--- src/rtl/timer_sched_pkg.sv ---
// Shared types and constants for the timer scheduler and its arbiter.
package timer_sched_pkg;

    // Default width of the shared down-counter.
    localparam int DEFAULT_CNT_W = 26;

    // Requester indices never exceed 7, so three bits always suffice.
    localparam int IDX_W = 3;

    // Scheduler FSM encoding; also exported on the debug state output.
    typedef enum logic [1:0] {
        ST_IDLE  = 2'd0,
        ST_COUNT = 2'd1,
        ST_DONE  = 2'd2
    } state_t;

    // Advance a requester index by one, wrapping after the last requester.
    function automatic logic [IDX_W-1:0] wrap_inc(input logic [IDX_W-1:0] idx,
                                                  input logic [IDX_W-1:0] last);
        if (idx == last) begin
            return '0;
        end
        return idx + IDX_W'(1);
    endfunction

endpackage

--- src/rtl/rr_arbiter.sv ---
// Combinational round-robin pick: first set request at or after ptr, wrapping.
module rr_arbiter
    import timer_sched_pkg::*;
#(
    parameter int N = 4
) (
    input  logic [N-1:0]     req,
    input  logic [IDX_W-1:0] ptr,
    output logic [N-1:0]     gnt
);

    logic [N-1:0]   rot_req;
    logic [N-1:0]   rot_gnt;
    logic [2*N-1:0] dbl_gnt;

    // Rotate so ptr sits at bit 0, isolate the lowest set bit, rotate back.
    always_comb begin
        rot_req = N'({req, req} >> ptr);
        rot_gnt = rot_req & (~rot_req + N'(1));
        dbl_gnt = {{N{1'b0}}, rot_gnt} << ptr;
        gnt     = dbl_gnt[N-1:0] | dbl_gnt[2*N-1:N];
    end

endmodule

--- src/rtl/timer_scheduler.sv ---
// Shares one down-counter among N_REQ requesters, granted round-robin.
//
// Handshake: a requester raises req[i] (level) and holds it; the scheduler
// answers with grant[i] while it owns the counter and a single-cycle done[i]
// when its delay has expired. Dropping req[i] while granted aborts the timing
// with no done. delay is sampled only on the grant edge.
module timer_scheduler
    import timer_sched_pkg::*;
#(
    parameter int N_REQ = 4,
    parameter int CNT_W = DEFAULT_CNT_W
) (
    input  logic                   clock,
    input  logic                   rst,
    input  logic [N_REQ-1:0]       req,
    input  logic [N_REQ*CNT_W-1:0] delay,
    output logic [N_REQ-1:0]       grant,
    output logic [N_REQ-1:0]       done,
    output logic                   busy,
    output logic [CNT_W-1:0]       count_out,
    output logic [1:0]             state_dbg
);

    localparam logic [IDX_W-1:0] LAST_IDX = IDX_W'(N_REQ - 1);

    state_t             state_q, state_d;
    logic [CNT_W-1:0]   count_q, count_d;
    logic [N_REQ-1:0]   grant_q, grant_d;
    logic [N_REQ-1:0]   done_q, done_d;
    logic [IDX_W-1:0]   ptr_q, ptr_d;
    logic [IDX_W-1:0]   owner_q, owner_d;

    logic [N_REQ-1:0]   winner;
    logic [IDX_W-1:0]   win_idx;
    logic [CNT_W-1:0]   win_delay;
    logic               owner_req;

    rr_arbiter #(
        .N (N_REQ)
    ) u_arb (
        .req (req),
        .ptr (ptr_q),
        .gnt (winner)
    );

    // Translate the one-hot winner into its index and its delay lane.
    always_comb begin
        win_idx   = '0;
        win_delay = '0;
        for (int i = 0; i < N_REQ; i++) begin
            if (winner[i]) begin
                win_idx   = IDX_W'(i);
                win_delay = delay[i*CNT_W +: CNT_W];
            end
        end
    end

    // The owner still wants the counter when its req bit is up.
    assign owner_req = |(req & grant_q);

    // Next-state, counter, grant, done and pointer updates.
    always_comb begin
        state_d = state_q;
        count_d = count_q;
        grant_d = grant_q;
        done_d  = '0;
        ptr_d   = ptr_q;
        owner_d = owner_q;
        case (state_q)
            ST_IDLE: begin
                if (|req) begin
                    count_d = win_delay;
                    grant_d = winner;
                    owner_d = win_idx;
                    state_d = ST_COUNT;
                end
            end
            ST_COUNT: begin
                // Abort wins over expiry when both happen on the same edge.
                if (!owner_req) begin
                    grant_d = '0;
                    ptr_d   = wrap_inc(owner_q, LAST_IDX);
                    state_d = ST_IDLE;
                end else if (count_q == '0) begin
                    done_d  = grant_q;
                    state_d = ST_DONE;
                end else begin
                    count_d = count_q - CNT_W'(1);
                end
            end
            ST_DONE: begin
                grant_d = '0;
                ptr_d   = wrap_inc(owner_q, LAST_IDX);
                state_d = ST_IDLE;
            end
            default: begin
                grant_d = '0;
                state_d = ST_IDLE;
            end
        endcase
    end

    // State register; reset abandons any timing in flight without a done.
    always_ff @(posedge clock or posedge rst) begin
        if (rst) begin
            state_q <= ST_IDLE;
            count_q <= '0;
            grant_q <= '0;
            done_q  <= '0;
            ptr_q   <= '0;
            owner_q <= '0;
        end else begin
            state_q <= state_d;
            count_q <= count_d;
            grant_q <= grant_d;
            done_q  <= done_d;
            ptr_q   <= ptr_d;
            owner_q <= owner_d;
        end
    end

    assign grant     = grant_q;
    assign done      = done_q;
    assign busy      = (state_q != ST_IDLE);
    assign count_out = count_q;
    assign state_dbg = state_q;

endmodule

--- config.mk ---
export PLATFORM = sky130hd
export DESIGN_NAME = timer_scheduler
export DESIGN_NICKNAME = d
export VERILOG_FILES = /design/src/rtl/timer_sched_pkg.sv /design/src/rtl/rr_arbiter.sv /design/src/rtl/timer_scheduler.sv
export SDC_FILE = /design/constraint.sdc
export NUM_CORES = 1
export LEC_CHECK = 0
export BUFFER_PORTS_ARGS = -buffer_cell sky130_fd_sc_hd__buf_2
export CELL_PAD_IN_SITES_DETAIL_PLACEMENT = 0
export CELL_PAD_IN_SITES_GLOBAL_PLACEMENT = 1
export CORE_ASPECT_RATIO = 0.7
export CORE_MARGIN = 4
export CORE_UTILIZATION = 30
export DETAILED_ROUTE_END_ITERATION = 12
export GPL_ROUTABILITY_DRIVEN = 0
export PLACE_DENSITY_LB_ADDON = 0.1
export SETUP_SLACK_MARGIN = 0.15
export SLEW_MARGIN = 20
export SYNTH_ARGS = -nofsm -noshare
export SYNTH_HDL_FRONTEND = slang
export SYNTH_HIERARCHICAL = 1
export SYNTH_SLANG_ARGS = --single-unit
--- constraint.sdc ---
create_clock -name clock -period 2.55 [get_ports clock]
set_clock_uncertainty 0.05 [all_clocks]
set_input_delay 0.51 -clock clock [delete_from_list [all_inputs] [get_ports clock]]
set_output_delay 0.51 -clock clock [all_outputs]
set_load 0.005 [all_outputs]
==> results.json <==
{
  "status": "finished with violations",
  "violations": "negative setup slack",
  "async_flop_share_pct": 100,
  "cpMostUsedCell": "buf_4",
  "setup_viol": 15,
  "yosysUniqueCellTypes": 60,
  "p_leak_uw": 0.00211,
  "synth_top_family_by_area": "compound AO/OA/AOI/OAI gates",
  "clk_latency_ns": 0.29,
  "port_buffers": 146,
  "min_path_type": "in2async",
  "multiInputGateArea_mm2": 0.00220,
  "crit_path_top_delay_cell": "dfrtp_2",
  "drt_pass1_iterations": 5,
  "post-route-period-util_pct": 103,
  "crit_path_cell_trace": "buf_4 > a2111oi_4 > buf_4 > o21bai_4 > o311ai_4 > buf_4 > nor4b_4 > buf_12 > buf_4 > a22oi_2 > o22ai_1 > a22o_1",
  "place_inst": 673,
  "antenna_found_initial": 0,
  "wl_per_cell_um": 19.7,
  "numCtsBuffers": 5,
  "vias": 3840,
  "path_buf_inv": 5,
  "syn_inst": 385,
  "finalSetupTns_ns": -0.472,
  "grt_usage_pct": 22.0,
  "synthTopCellsByArea": "dfrtp_1 32%, a21oi_1 7.3%, a22oi_1 6.6%",
  "grt_pass1_wl_um": 20500,
  "instances_no_fill": 693,
  "totalWireLength_um": 13700,
  "fmax_mhz": 381,
  "nNetsFinal": 677,
  "post-route-min-period_ns": 2.62,
  "synth_edf_count": 0,
  "cts_root_buf": "clkbuf_16",
  "yosys.area.top_type_share_pct": 32.3,
  "synthXorXnorAreaFrac_pct": 0,
  "grt_max_degree": 41,
  "p_per_area_mw_per_mm2": 1170,
  "synth_compound_area_share_pct": 36.7,
  "dieArea_mm2": 0.0120,
  "num_antenna_cells": 0,
  "cp-end-kind": "flop",
  "slew_viol_final": 0,
  "path_clk_slew_ns": 0.06,
  "die_height_um": 93.0,
  "crit_fanout": 17,
  "hold_viol_final": 0,
  "syn_area_per_cell_um2": 8.04,
  "synth_top_flop_cell": "dfrtp_1",
  "clockBufferDepth": 2,
  "slew_headroom_pct": 57.4,
  "area_growth_pct": 53.3,
  "rsz0062_at_grt": "yes",
  "fp-row-count": 30,
  "synthMuxAreaShare_pct": 0.364,
  "syn_area_mm2": 0.00309,
  "path_class": "reg2reg",
  "grt_pass1_vias": 3717,
  "cts_tree": "built",
  "maxCapViolCount": 0,
  "dp_hpwl_um": 10400,
  "drc": 0,
  "fillCellCount": 1006,
  "start_kind": "flop",
  "yosys_warnings": 6,
  "synth_fa_ha_area_share_pct": 0.809,
  "drtIter0Drc": 231,
  "vdd_drop_max_mv": 0.354,
  "overflow": 0,
  "max_slew.worst_pin.slew_ns": 0.637,
  "setup_slack_ns": -0.0750,
  "final_util_pct": 48.0,
  "critical_path.top_delay_family": "compound AO/OA/AOI/OAI gates",
  "cts.sinks": 40,
  "io_pins": 147,
  "crit_required_ns": 2.67,
  "regArea_mm2": 0.00100,
  "max_stage_delay_ns": 0.44,
  "arrival_ns": 2.75,
  "yosys.area.top_type": "dfrtp_1",
  "yosys.area_share.simple_pct": 24.9,
  "ant_nets": 0,
  "ys_seq_area_share_pct": 32.3,
  "htree_levels": 2,
  "drive_above_1_share_pct": 45.3,
  "ys_ff_latch": 40,
  "initial_core_util_pct": 31.3,
  "coreArea_mm2": 0.00987,
  "die_w_um": 129,
  "via_per_inst": 5.54
}
## through the flow
step	total power, uW	setup slack [ns]	area [um2]	hold slack (ns)
global route	6000	-0.185	4740	0.361
detailed placement	4530	-0.428	4280	0.446
CTS	5330	-0.0385	4550	0.338
floorplan	3230	-0.0415	3160	0.409
finish	5570	-0.0750	4740	0.307
global placement	4500	-0.370	4280	0.435
## flip-flops by register name, indices dropped and copies added, names as in the netlist
signal     cells
count_out     26
done           4
grant          4
owner_q        2
ptr_q          2
state_dbg      2
## cells in the mapped netlist, types with 3 or more instances
library cell,number
a21oi_1,45
dfrtp_1,40
o21ai_0,40
nand2_1,39
a22oi_1,27
nor2_1,21
clkbuf_1,15
buf_2,10
nor3_1,10
a221oi_1,9
o211ai_1,9
inv_1,8
nand3_1,8
o31ai_1,7
a2bb2oi_1,6
or3_1,6
a221o_1,5
and2_1,5
nand2b_1,5
nand4_1,5
nor2b_1,4
nor4_1,4
or4_1,4
nor3b_1,3
o22ai_1,3
## layer usage
layer / global-route usage (%) / wire, um
met5: 0 / 0
met4: 5.07 / 152
met3: 4.45 / 990
met2: 34.3 / 6220
met1: 31.2 / 6290
## timing repair
item	4_1_cts	5_1_grt
hold buffers	0	0
setup buffers	7	6
resized for setup	26	35
endpoints found under the setup margin	27	30
pin swaps	10	12
## cells in the final DEF, fill, tap and decap left out, types with 9 or more instances in the layout
cell type  instances
nor3_1            10
a21oi_1           44
buf_2            146
a22oi_1           19
o211ai_1           9
dfrtp_1           39
buf_4             40
nand2_1           39
o21ai_0           19
nor2_1            21
o21ai_1           16
## cell type report
| cell class | count | area share (%) |
|---|---|---|
| clock buffer | 6 | 2.72 |
| clock inverter | 1 | 0.106 |
| inverter | 9 | 0.791 |
| multi-input combinational | 311 | 46.5 |
| sequential | 40 | 21.1 |
| tap | 128 | 3.38 |
| timing repair buffer | 198 | 25.4 |
## report_power, final
group / internal [uW] / switching (uW)
logic: 1630 / 1940
registers: 921 / 451
clock network: 357 / 268
## worst min-delay path, cell delays in order
cell,delay (ns)
buf_2,0.10
inv_1,0.04
buf_4,0.46
## logic make-up (layout without fill, tap and decap cells)
group | after synthesis | count (layout)
AO/OA/AOI/OAI | 171 | 171
multiplexers | 1 | 1
AND/OR/NAND/NOR | 134 | 134
buffers and inverters | 36 | 214
other | 1 | 3
adder cells (fa/ha/maj) | 2 | 2
flip-flops | 40 | 40
## path summary, 6_finish.rpt
check | from | to | slack, ns | depth (start not counted)
worst max-delay path | ptr_q[0]$_DFFE_PP0P_ | count_out[12]$_DFFE_PP0P_ | -0.07 | 12
max in group asynchronous | rst | ptr_q[0]$_DFFE_PP0P_ | 1.70 | 3
worst min register to register | owner_q[0]$_DFFE_PP0P_ | ptr_q[0]$_DFFE_PP0P_ | 0.45 | 1
worst min-delay path | rst | grant[1]$_DFFE_PP0P_ | 0.31 | 3
min in group clock | owner_q[0]$_DFFE_PP0P_ | ptr_q[0]$_DFFE_PP0P_ | 0.45 | 1
worst max register to register | ptr_q[0]$_DFFE_PP0P_ | count_out[12]$_DFFE_PP0P_ | -0.07 | 12
(Power assumes the default switching activity.)
